File: config.mk
export PLATFORM = sky130hd
export DESIGN_NAME = acc_drain
export DESIGN_NICKNAME = d
export VERILOG_FILES = /design/src/rtl/acc_drain.sv
export SDC_FILE = /design/constraint.sdc
export NUM_CORES = 1
export LEC_CHECK = 0
export BUFFER_PORTS_ARGS = -buffer_cell sky130_fd_sc_hd__buf_2
export CAP_MARGIN = 20
export CELL_PAD_IN_SITES_DETAIL_PLACEMENT = 0
export CELL_PAD_IN_SITES_GLOBAL_PLACEMENT = 1
export CORE_MARGIN = 2
export CORE_UTILIZATION = 40
export CTS_BUF_LIST = sky130_fd_sc_hd__clkbuf_8
export DETAILED_ROUTE_END_ITERATION = 12
export MAX_ROUTING_LAYER = met4
export PLACE_DENSITY = 0.7
export SYNTH_ARGS = -nofsm -noshare
export SYNTH_HDL_FRONTEND = slang
export SYNTH_SLANG_ARGS = --single-unit
export TNS_END_PERCENT = 50
File: constraint.sdc
create_clock -name clk -period 2.62 [get_ports clk]
set_input_delay 0 -clock clk [delete_from_list [all_inputs] [get_ports clk]]
set_output_delay 0 -clock clk [all_outputs]
set_load 0.005 [all_outputs]
File: src/rtl/acc_drain.sv
// Requantizing drain stage: signed accumulator stream -> shift/saturate -> 3-deep skid FIFO.
// Define ACC_DRAIN_ROUND_EN for round-half-up before the shift; otherwise the shift truncates.
module acc_drain #(
  parameter int unsigned WY      = 16,
  parameter int unsigned WO      = 8,
  parameter int unsigned N_BEATS = 4
) (
  input  logic                    clk,
  input  logic                    rst,
  input  logic                    s_valid,
  output logic                    s_ready,
  input  logic signed [WY-1:0]    s_data,
  input  logic [$clog2(WY)-1:0]   shift,
  output logic                    m_valid,
  input  logic                    m_ready,
  output logic signed [WO-1:0]    m_data,
  output logic                    m_last,
  output logic                    sat_flag
);

  localparam int unsigned BW = (N_BEATS > 1) ? $clog2(N_BEATS) : 1;
  localparam logic signed [WY:0] QMAX = {{(WY-WO+2){1'b0}}, {(WO-1){1'b1}}};
  localparam logic signed [WY:0] QMIN = {{(WY-WO+2){1'b1}}, {(WO-1){1'b0}}};

  logic [WO-1:0] p_q;
  logic          p_v_q;
  logic [WO-1:0] mem_q [3];
  logic [1:0]    wr_ptr_q, rd_ptr_q;
  logic [1:0]    count_q;
  logic [BW-1:0] beat_q;
  logic          sat_q;

  logic signed [WY:0] ext, sum, shifted;
  logic [WO-1:0]      q;
  logic               q_sat;
  logic               accept, push, pop;

  function automatic logic [1:0] inc3(input logic [1:0] p);
    return (p == 2'd2) ? 2'd0 : p + 2'd1;
  endfunction

  always_comb begin
    ext = {s_data[WY-1], s_data};
`ifdef ACC_DRAIN_ROUND_EN
    sum = ext;
    if (shift != '0) begin
      sum = ext + ((WY+1)'(1) << (shift - 1'b1));
    end
`else
    sum = ext;
`endif
    shifted = sum >>> shift;
    q       = shifted[WO-1:0];
    q_sat   = 1'b0;
    if (shifted > QMAX) begin
      q     = QMAX[WO-1:0];
      q_sat = 1'b1;
    end else if (shifted < QMIN) begin
      q     = QMIN[WO-1:0];
      q_sat = 1'b1;
    end
  end

  // Ready depends only on registered occupancy, so the P->FIFO move can never stall.
  assign s_ready  = ({1'b0, count_q} + {2'b00, p_v_q}) <= 3'd2;
  assign m_valid  = (count_q != 2'd0);
  assign m_data   = m_valid ? mem_q[rd_ptr_q] : '0;
  assign m_last   = (beat_q == BW'(N_BEATS - 1));
  assign sat_flag = sat_q;

  assign accept = s_valid && s_ready;
  assign push   = p_v_q;
  assign pop    = m_valid && m_ready;

  always_ff @(posedge clk or posedge rst) begin
    if (rst) begin
      p_q      <= '0;
      p_v_q    <= 1'b0;
      wr_ptr_q <= 2'd0;
      rd_ptr_q <= 2'd0;
      count_q  <= 2'd0;
      beat_q   <= '0;
      sat_q    <= 1'b0;
      for (int i = 0; i < 3; i++) mem_q[i] <= '0;
    end else begin
      p_v_q <= accept;
      if (accept) begin
        p_q <= q;
        if (q_sat) sat_q <= 1'b1;
      end
      if (push) begin
        mem_q[wr_ptr_q] <= p_q;
        wr_ptr_q        <= inc3(wr_ptr_q);
      end
      if (pop) begin
        rd_ptr_q <= inc3(rd_ptr_q);
        beat_q   <= (beat_q == BW'(N_BEATS - 1)) ? '0 : beat_q + 1'b1;
      end
      unique case ({push, pop})
        2'b10:   count_q <= count_q + 2'd1;
        2'b01:   count_q <= count_q - 2'd1;
        default: count_q <= count_q;
      endcase
    end
  end

endmodule

==> results of run 1 <==
cell type report:
| cell class | instances | area (um2) | area share [%] |
|---|---|---|---|
| clock inverter | 3 | 25.0 | 0.831 |
| multi-input combinational | 195 | 1480 | 49.3 |
| timing repair buffer | 42 | 230 | 7.64 |
| tap | 77 | 96.3 | 3.20 |
| clock buffer | 5 | 68.8 | 2.29 |
| sequential | 42 | 1050 | 34.9 |
| inverter | 15 | 56.3 | 1.87 |
how the worst min path moves through the flow:
stage	cells past startpoint	start	end	slack [ns]
2_1_floorplan	1	rst	beat_q[0]	0.24
3_3_place_gp	3	rst	beat_q[0]	0.15
3_5_place_dp	3	rst	rd_ptr_q[0]	0.16
4_1_cts	4	m_ready	beat_q[1]	0.11
5_1_grt	4	m_ready	beat_q[1]	0.13
6_report	4	m_ready	beat_q[1]	0.10
worst reg2reg max path: cells and delay by family, from the launching register on:
family,cells,cell delay [ns]
AO/OA/AOI/OAI,3,0.97
adder cells (fa/ha/maj),2,0.40
flip-flops,1,0.43
AND/OR/NAND/NOR,2,0.32
state kept, by name, indices dropped and copies added (netlist names):
| signal | flops |
|---|---|
| beat_q | 2 |
| count_q | 2 |
| mem_q | 24 |
| p_q | 8 |
| p_v_q | 1 |
| rd_ptr_q | 2 |
| sat_flag | 1 |
| wr_ptr_q | 2 |
metrics by stage:
step / setup slack [ns] / utilization (%) / std cells / power (mW)
floorplan: 0.706 / - / 267 / 2.07
global route: 0.323 / 47.2 / 379 / 3.10
finish: 0.453 / 47.2 / 379 / 2.84
detailed placement: 0.409 / 45.5 / 370 / 2.46
CTS: 0.431 / 47.2 / 379 / 2.89
global placement: 0.415 / 45.5 / 370 / 2.42
layer usage:
metal / vias up / share of wire [%]
met4: 0 / 2.9
met1: 973 / 46
met2: 49 / 48
li1: 1042 / -
met3: 13 / 2.9
met5: - / 0
cell families after synthesis:
kind of cell    after synthesis  share of synthesized area (%)
compound gates               63                           16.8
simple gates                 70                           11.9
buf+inv                      30                           4.75
xor+xnor                      3                          0.987
mux                          54                           23.7
flops                        42                           39.5
fa+ha+maj                     5                           2.35
placed cells by master (no fill, tap or decap), types with 4 or more instances in the layout:
cell / netlist / final
a21o_1: 6 / 6
a21oi_1: 19 / 19
a221o_1: 8 / 8
buf_2: 2 / 35
buf_4: 1 / 6
clkbuf_8: 0 / 5
dfrtp_1: 42 / 42
ha_1: 5 / 5
inv_1: 13 / 13
mux2_2: 32 / 32
mux2i_1: 18 / 18
mux4_2: 4 / 4
nand2_1: 17 / 17
nand3_1: 4 / 4
nor2_1: 28 / 28
nor3_1: 6 / 6
o21ai_0: 7 / 7
repair_timing:
item                                   4_1_cts  5_1_grt
endpoints found under the hold margin       42        0
hold buffers                                 1        0
resized for setup                            0        0
power by group:
group	internal [mW]	total (mW)	switching [mW]
combinational	0.655	1.22	0.567
sequential	0.953	1.19	0.240
clock	0.192	0.424	0.232
==> impl_metrics.env, run 1 <==
export IMPL_worstHoldPathType="input pin to flop"
export IMPL_timing_critical_path_from="count_q[0]"
export IMPL_die_y_um=85.6
export IMPL_grt_max_degree=43
export IMPL_yosysWarnings=0
export IMPL_post_cts_setup_buffer_count=0
export IMPL_worstPathArrival_ns=2.41
export IMPL_clk_pin_slew_ns=0.08
export IMPL_fin_hold_ws_ns=0.100
export IMPL_synth_area_um2=2660
export IMPL_powerDensity_nw_per_um2=943
export IMPL_cts_buffers=5
export IMPL_cp_depth=7
export IMPL_io_buffers=35
export IMPL_antenna_cells=0
export IMPL_antenna_found_initial=0
export IMPL_core_area_um2=6390
export IMPL_routed_wl_um=5620
export IMPL_synth_top_cell_area_share_pct=39.5
export IMPL_crit_top_cell="ha_1"
export IMPL_globalplace_congestion=0.880
export IMPL_path_cells="ha_1 -> ha_1 -> nor2_1 -> a21o_1 -> nand2_1 -> o31ai_2 -> a221o_1"
export IMPL_relSlewSlack_pct=59.6
export IMPL_met3_usage_pct=2.12
export IMPL_path_buf_inv=0
export IMPL_worstPathRequired_ns=2.86
export IMPL_synthTopCellsByArea="dfrtp_1, mux2_2, mux2i_1"
export IMPL_avgSynthCellArea_um2=9.97
export IMPL_path_max_fanout=10
export IMPL_vias=2077
export IMPL_setup_viol=0
export IMPL_first_iter_violations=95
export IMPL_fin_crit_ns=2.17
export IMPL_skew_ns=0.00510
export IMPL_area_growth_pct=13.2
export IMPL_synth_edf_count=0
export IMPL_post_drt_via_cell_ratio=5.48
export IMPL_detail_route_wl_per_cell_um=14.8
export IMPL_die_width_um=85.6
export IMPL_synth_net_count=296
export IMPL_synth_ff_type="dfrtp_1"
export IMPL_placed_area_um2=2910
export IMPL_grt_use_met1_pct=21.7
export IMPL_drt_pre_antenna_iters=6
export IMPL_cts_max_path_buffers=2
export IMPL_startpoint_type="flop"
export IMPL_r2r_slack_ns=0.45
export IMPL_ir_worst_vdd_uv=644
export IMPL_r2r_cells=7
export IMPL_cp_endpoint="p_q[1]"
export IMPL_track_usage_pct=17.2
export IMPL_drive_above_1_share_pct=30.1
export IMPL_yosysTopAreaCell="dfrtp_1"
export IMPL_path_class="flop to flop"
export IMPL_fillers=638
export IMPL_nets=330
export IMPL_r2r_start="count_q[0]"
export IMPL_ys_types=48
export IMPL_met2_usage_pct=27.7
export IMPL_critical_path_top_delay_family="compound AO/OA/AOI/OAI gates"
export IMPL_slowest_delay_ns=0.58
export IMPL_dieArea_um2=7320
export IMPL_drc_errors=0
export IMPL_p_leak_nw=1.40
export IMPL_crit_slowest_cell="o31ai_2"
export IMPL_max_cap_viol_count=0
export IMPL_ant_nets=0
export IMPL_seq_area_frac_synth_pct=39.5
export IMPL_worst_slew_pin_slew_ns=0.607
export IMPL_fin_area_um2=3010
export IMPL_ys_ff_latch=42
export IMPL_hold_viol_final=0
export IMPL_yosysMostFrequentCell="dfrtp_1"
export IMPL_grt_pass1_vias=2044
export IMPL_rsz0062_at_grt="no"
export IMPL_insertion_delay_ns=0.30
export IMPL_cts_htree_levels=2
export IMPL_clock_sinks=42
export IMPL_grt_overflow_total=0
export IMPL_grt_pass1_wl_um=9780
export IMPL_max_freq_mhz=461
export IMPL_synth_common_cells="dfrtp_1, mux2_2, nor2_1"
export IMPL_fin_crit_sh_pct=82.7
export IMPL_synthCells=267
export IMPL_top_level_ports=36
export IMPL_async_flop_share_pct=100
export IMPL_num_rows=29
export IMPL_grt_most_used_layer="met2"
export IMPL_critPathCaptureType="flop"
export IMPL_root_buffer="clkbuf_8"
export IMPL_cts_tree="built"
export IMPL_fin_setup_tns_ns=0
export IMPL_drv_slew=0
export IMPL_start_util_pct=41.7
export IMPL_post_dp_hpwl_um=4190
export IMPL_status="complete, no violations"
export IMPL_r2r_end="p_q[1]"
(Power assumes the default switching activity.)
==> run 2: changes to the inputs <==
--- a/config.mk
+++ b/config.mk
@@ -5,16 +5,17 @@
 export SDC_FILE = /design/constraint.sdc
 export NUM_CORES = 1
 export LEC_CHECK = 0
+export ABC_AREA = 1
 export BUFFER_PORTS_ARGS = -buffer_cell sky130_fd_sc_hd__buf_2
 export CAP_MARGIN = 20
 export CELL_PAD_IN_SITES_DETAIL_PLACEMENT = 0
 export CELL_PAD_IN_SITES_GLOBAL_PLACEMENT = 1
 export CORE_MARGIN = 2
-export CORE_UTILIZATION = 40
+export CORE_UTILIZATION = 38
 export CTS_BUF_LIST = sky130_fd_sc_hd__clkbuf_8
 export DETAILED_ROUTE_END_ITERATION = 12
 export MAX_ROUTING_LAYER = met4
-export PLACE_DENSITY = 0.7
+export PLACE_DENSITY = 0.75
 export SYNTH_ARGS = -nofsm -noshare
 export SYNTH_HDL_FRONTEND = slang
 export SYNTH_SLANG_ARGS = --single-unit
==> constraint.sdc (replaced) <==
create_clock -name clk -period 1.9 [get_ports clk]
set_input_delay 0 -clock clk [delete_from_list [all_inputs] [get_ports clk]]
set_output_delay 0 -clock clk [all_outputs]
set_load 0.005 [all_outputs]
==> run 2 against run 1 <==
  * Combinational power is 44% higher
  * Fmax is 28% higher
  * Register-to-register slack worse by 0.24 ns
  * Die area is 4.1% higher
  * Synthesized cell count is 42% higher
  * Sequential share of layout area is 0.33 points lower
  * Global-route usage is 0.35 points higher
  * Critical path type unchanged
  * Critical endpoint is now count_q[1]
==> impl_metrics.env, run 2 <==
export IMPL_status="complete, no violations"
export IMPL_worstHoldPathType="input pin to flop"
export IMPL_ys_types=28
export IMPL_first_iter_violations=134
export IMPL_critPathCaptureType="flop"
export IMPL_skew_ns=0.00359
export IMPL_worstPathRequired_ns=2.08
export IMPL_area_growth_pct=15.3
export IMPL_most_common_layout_cells="nand2_1, nand3_1, dfrtp_1, o21ai_0, buf_2"
export IMPL_grt_pass1_vias=2223
export IMPL_synthCells=380
export IMPL_drc_errors=0
export IMPL_ant_nets=0
export IMPL_cts_max_path_buffers=2
export IMPL_path_max_fanout=8
export IMPL_drt_pre_antenna_iters=4
export IMPL_max_flop_register="mem_q"
export IMPL_max_cap_viol_count=0
export IMPL_largest_reg_flops=24
export IMPL_placed_area_um2=2900
export IMPL_layoutNonFillerInstCount=502
export IMPL_num_rows=30
export IMPL_post_dp_hpwl_um=4520
export IMPL_synth_common_cells="nand2_1, nand3_1, dfrtp_1"
export IMPL_clk_pin_slew_ns=0.08
export IMPL_fin_setup_tns_ns=0
export IMPL_r2r_end="count_q[1]"
export IMPL_detail_route_wl_per_cell_um=12.1
export IMPL_path_cells="buf_4 -> nor2_1 -> clkinv_1 -> nand2_1 -> inv_2 -> ha_1 -> a21oi_1 -> o21ai_0 -> xor2_1"
export IMPL_root_buffer="clkbuf_8"
export IMPL_vias=2412
export IMPL_r2r_slack_ns=0.21
export IMPL_post_drt_via_cell_ratio=4.80
export IMPL_relSlewSlack_pct=58.9
export IMPL_core_area_um2=6760
export IMPL_power_internal_mw=2.42
export IMPL_fin_hold_ws_ns=0.0764
export IMPL_power_total_mw=4.00
export IMPL_switching_power_mw=1.58
export IMPL_fin_area_um2=3040
export IMPL_synthTopCellsByArea="dfrtp_1, nand2_1, nand3_1"
export IMPL_power_share_combinational_pct=44.0
export IMPL_place_inst=492
export IMPL_cts_buffers=5
export IMPL_die_y_um=87.3
export IMPL_r2r_cells=9
export IMPL_yosysWarnings=0
export IMPL_fin_crit_ns=1.69
export IMPL_startpoint_type="flop"
export IMPL_preCtsSetupSlack_ns=0.163
export IMPL_worstPathArrival_ns=1.87
export IMPL_final_util_pct=45.0
export IMPL_ys_ff_latch=42
export IMPL_cts_tree="built"
export IMPL_post_cts_setup_buffer_count=0
export IMPL_powerDensity_nw_per_um2=1320
export IMPL_synth_area_um2=2640
export IMPL_io_buffers=35
export IMPL_async_flop_share_pct=100
export IMPL_clock_sinks=42
export IMPL_globalplace_congestion=0.857
export IMPL_synth_ff_type="dfrtp_1"
export IMPL_cts_htree_levels=2
export IMPL_reg_largest_list="mem_q: 24 flops, p_q: 8 flops"
export IMPL_r2r_start="count_q[0]"
export IMPL_routed_wl_um=6050
export IMPL_ir_worst_vdd_uv=417
export IMPL_setup_ws_ns=0.209
export IMPL_top_level_ports=36
export IMPL_crit_slowest_cell="dfrtp_1"
export IMPL_synth_top_cell_area_share_pct=39.9
export IMPL_die_width_um=87.3
export IMPL_fin_crit_sh_pct=89.0
export IMPL_drive_above_1_share_pct=16.1
export IMPL_seq_area_frac_synth_pct=39.9
export IMPL_p_leak_nw=1.65
export IMPL_max_freq_mhz=591
export IMPL_dieArea_um2=7620
export IMPL_seq_power_share_pct=38.4
export IMPL_timing_hold_worst_start="s_valid"
export IMPL_hold_depth=4
export IMPL_nets=450
export IMPL_antenna_found_initial=0
export IMPL_min_to="p_q[7]"
export IMPL_slowest_delay_ns=0.39
export IMPL_layout_cells_most_common="nand2_1"
export IMPL_antenna_cells=0
export IMPL_start_util_pct=39.0
export IMPL_insertion_delay_ns=0.29
export IMPL_yosysTopAreaCell="dfrtp_1"
export IMPL_path_class="flop to flop"
export IMPL_drv_slew=0
export IMPL_track_usage_pct=17.6
export IMPL_synth_edf_count=0
export IMPL_yosysMostFrequentCell="nand2_1"
export IMPL_p_sw_share_pct=39.5
export IMPL_p_clk_share_pct=17.5
export IMPL_rsz0062_at_grt="no"
export IMPL_worst_slew_pin_slew_ns=0.615
export IMPL_avgSynthCellArea_um2=6.94
export IMPL_grt_max_degree=43
export IMPL_grt_pass1_wl_um=10200
export IMPL_hold_viol_final=0
export IMPL_setup_viol=0
export IMPL_synth_net_count=409
export IMPL_grt_overflow_total=0
run 2: cell families (layout without fill, tap and decap cells):
group	count (synthesis)	after routing	synth area share, %
multiplexers	5	5	1.90
AO/OA/AOI/OAI	59	59	12.2
flip-flops	42	42	39.9
buffers and inverters	51	93	8.73
adder cells (fa/ha/maj)	5	5	2.37
XOR/XNOR	2	2	0.665
AND/OR/NAND/NOR	216	216	34.3
run 2: timing repair:
action,CTS,global route
resized for setup,0,3
hold buffers,2,0
hold endpoints to repair,43,0
setup endpoints to repair,0,5
run 2: per-layer routing:
metal	routed length (um)	share of wire, %	global-route usage (%)	vias up
met5	0	0	-	-
met4	65	1.1	5.03	0
met3	130	2.1	2.94	4
met2	2950	49	30.0	42
met1	2910	48	21.3	1059
li1	-	-	-	1307
run 2: critical path: cells and delay by family, from the launching register on:
kind	cells	cell delay [ns]
DFF	1	0.39
adders and majority gates	1	0.31
buffers and inverters	3	0.30
AOI/OAI and AO/OA	2	0.23
and+or+nand+nor	2	0.20
xor gates and xnor gates	1	0.15
run 2: worst max path at each step:
stage	start	to	slack, ns	cells after the start
3_5_place_dp	p_v_q	p_q[5]	0.16	8
2_1_floorplan	p_v_q	p_q[0]	0.12	8
6_report	count_q[0]	count_q[1]	0.21	9
5_1_grt	count_q[0]	count_q[1]	0.003	9
4_1_cts	p_v_q	p_q[5]	0.14	9
3_3_place_gp	p_v_q	p_q[1]	0.18	8
run 2: power by group through the flow:
stage                     Sequential, mW  Clock [mW]  Combinational (mW)
after global routing                1.60       0.774                2.04
after global placement              1.55           0                1.73
after detailed placement            1.56           0                1.75
final                               1.54       0.702                1.76
after CTS                           1.54       0.728                1.77
after floorplan                     1.51           0                1.19
run 2: cell type report:
type,instances,area (um2)
Clock buffer,5,68.8
Clock inverter,3,45.0
Fill cell,722,3720
Inverter,39,150
Multi-Input combinational cell,287,1360
Sequential cell,42,1050
Tap cell,80,100
Timing Repair Buffer,46,263
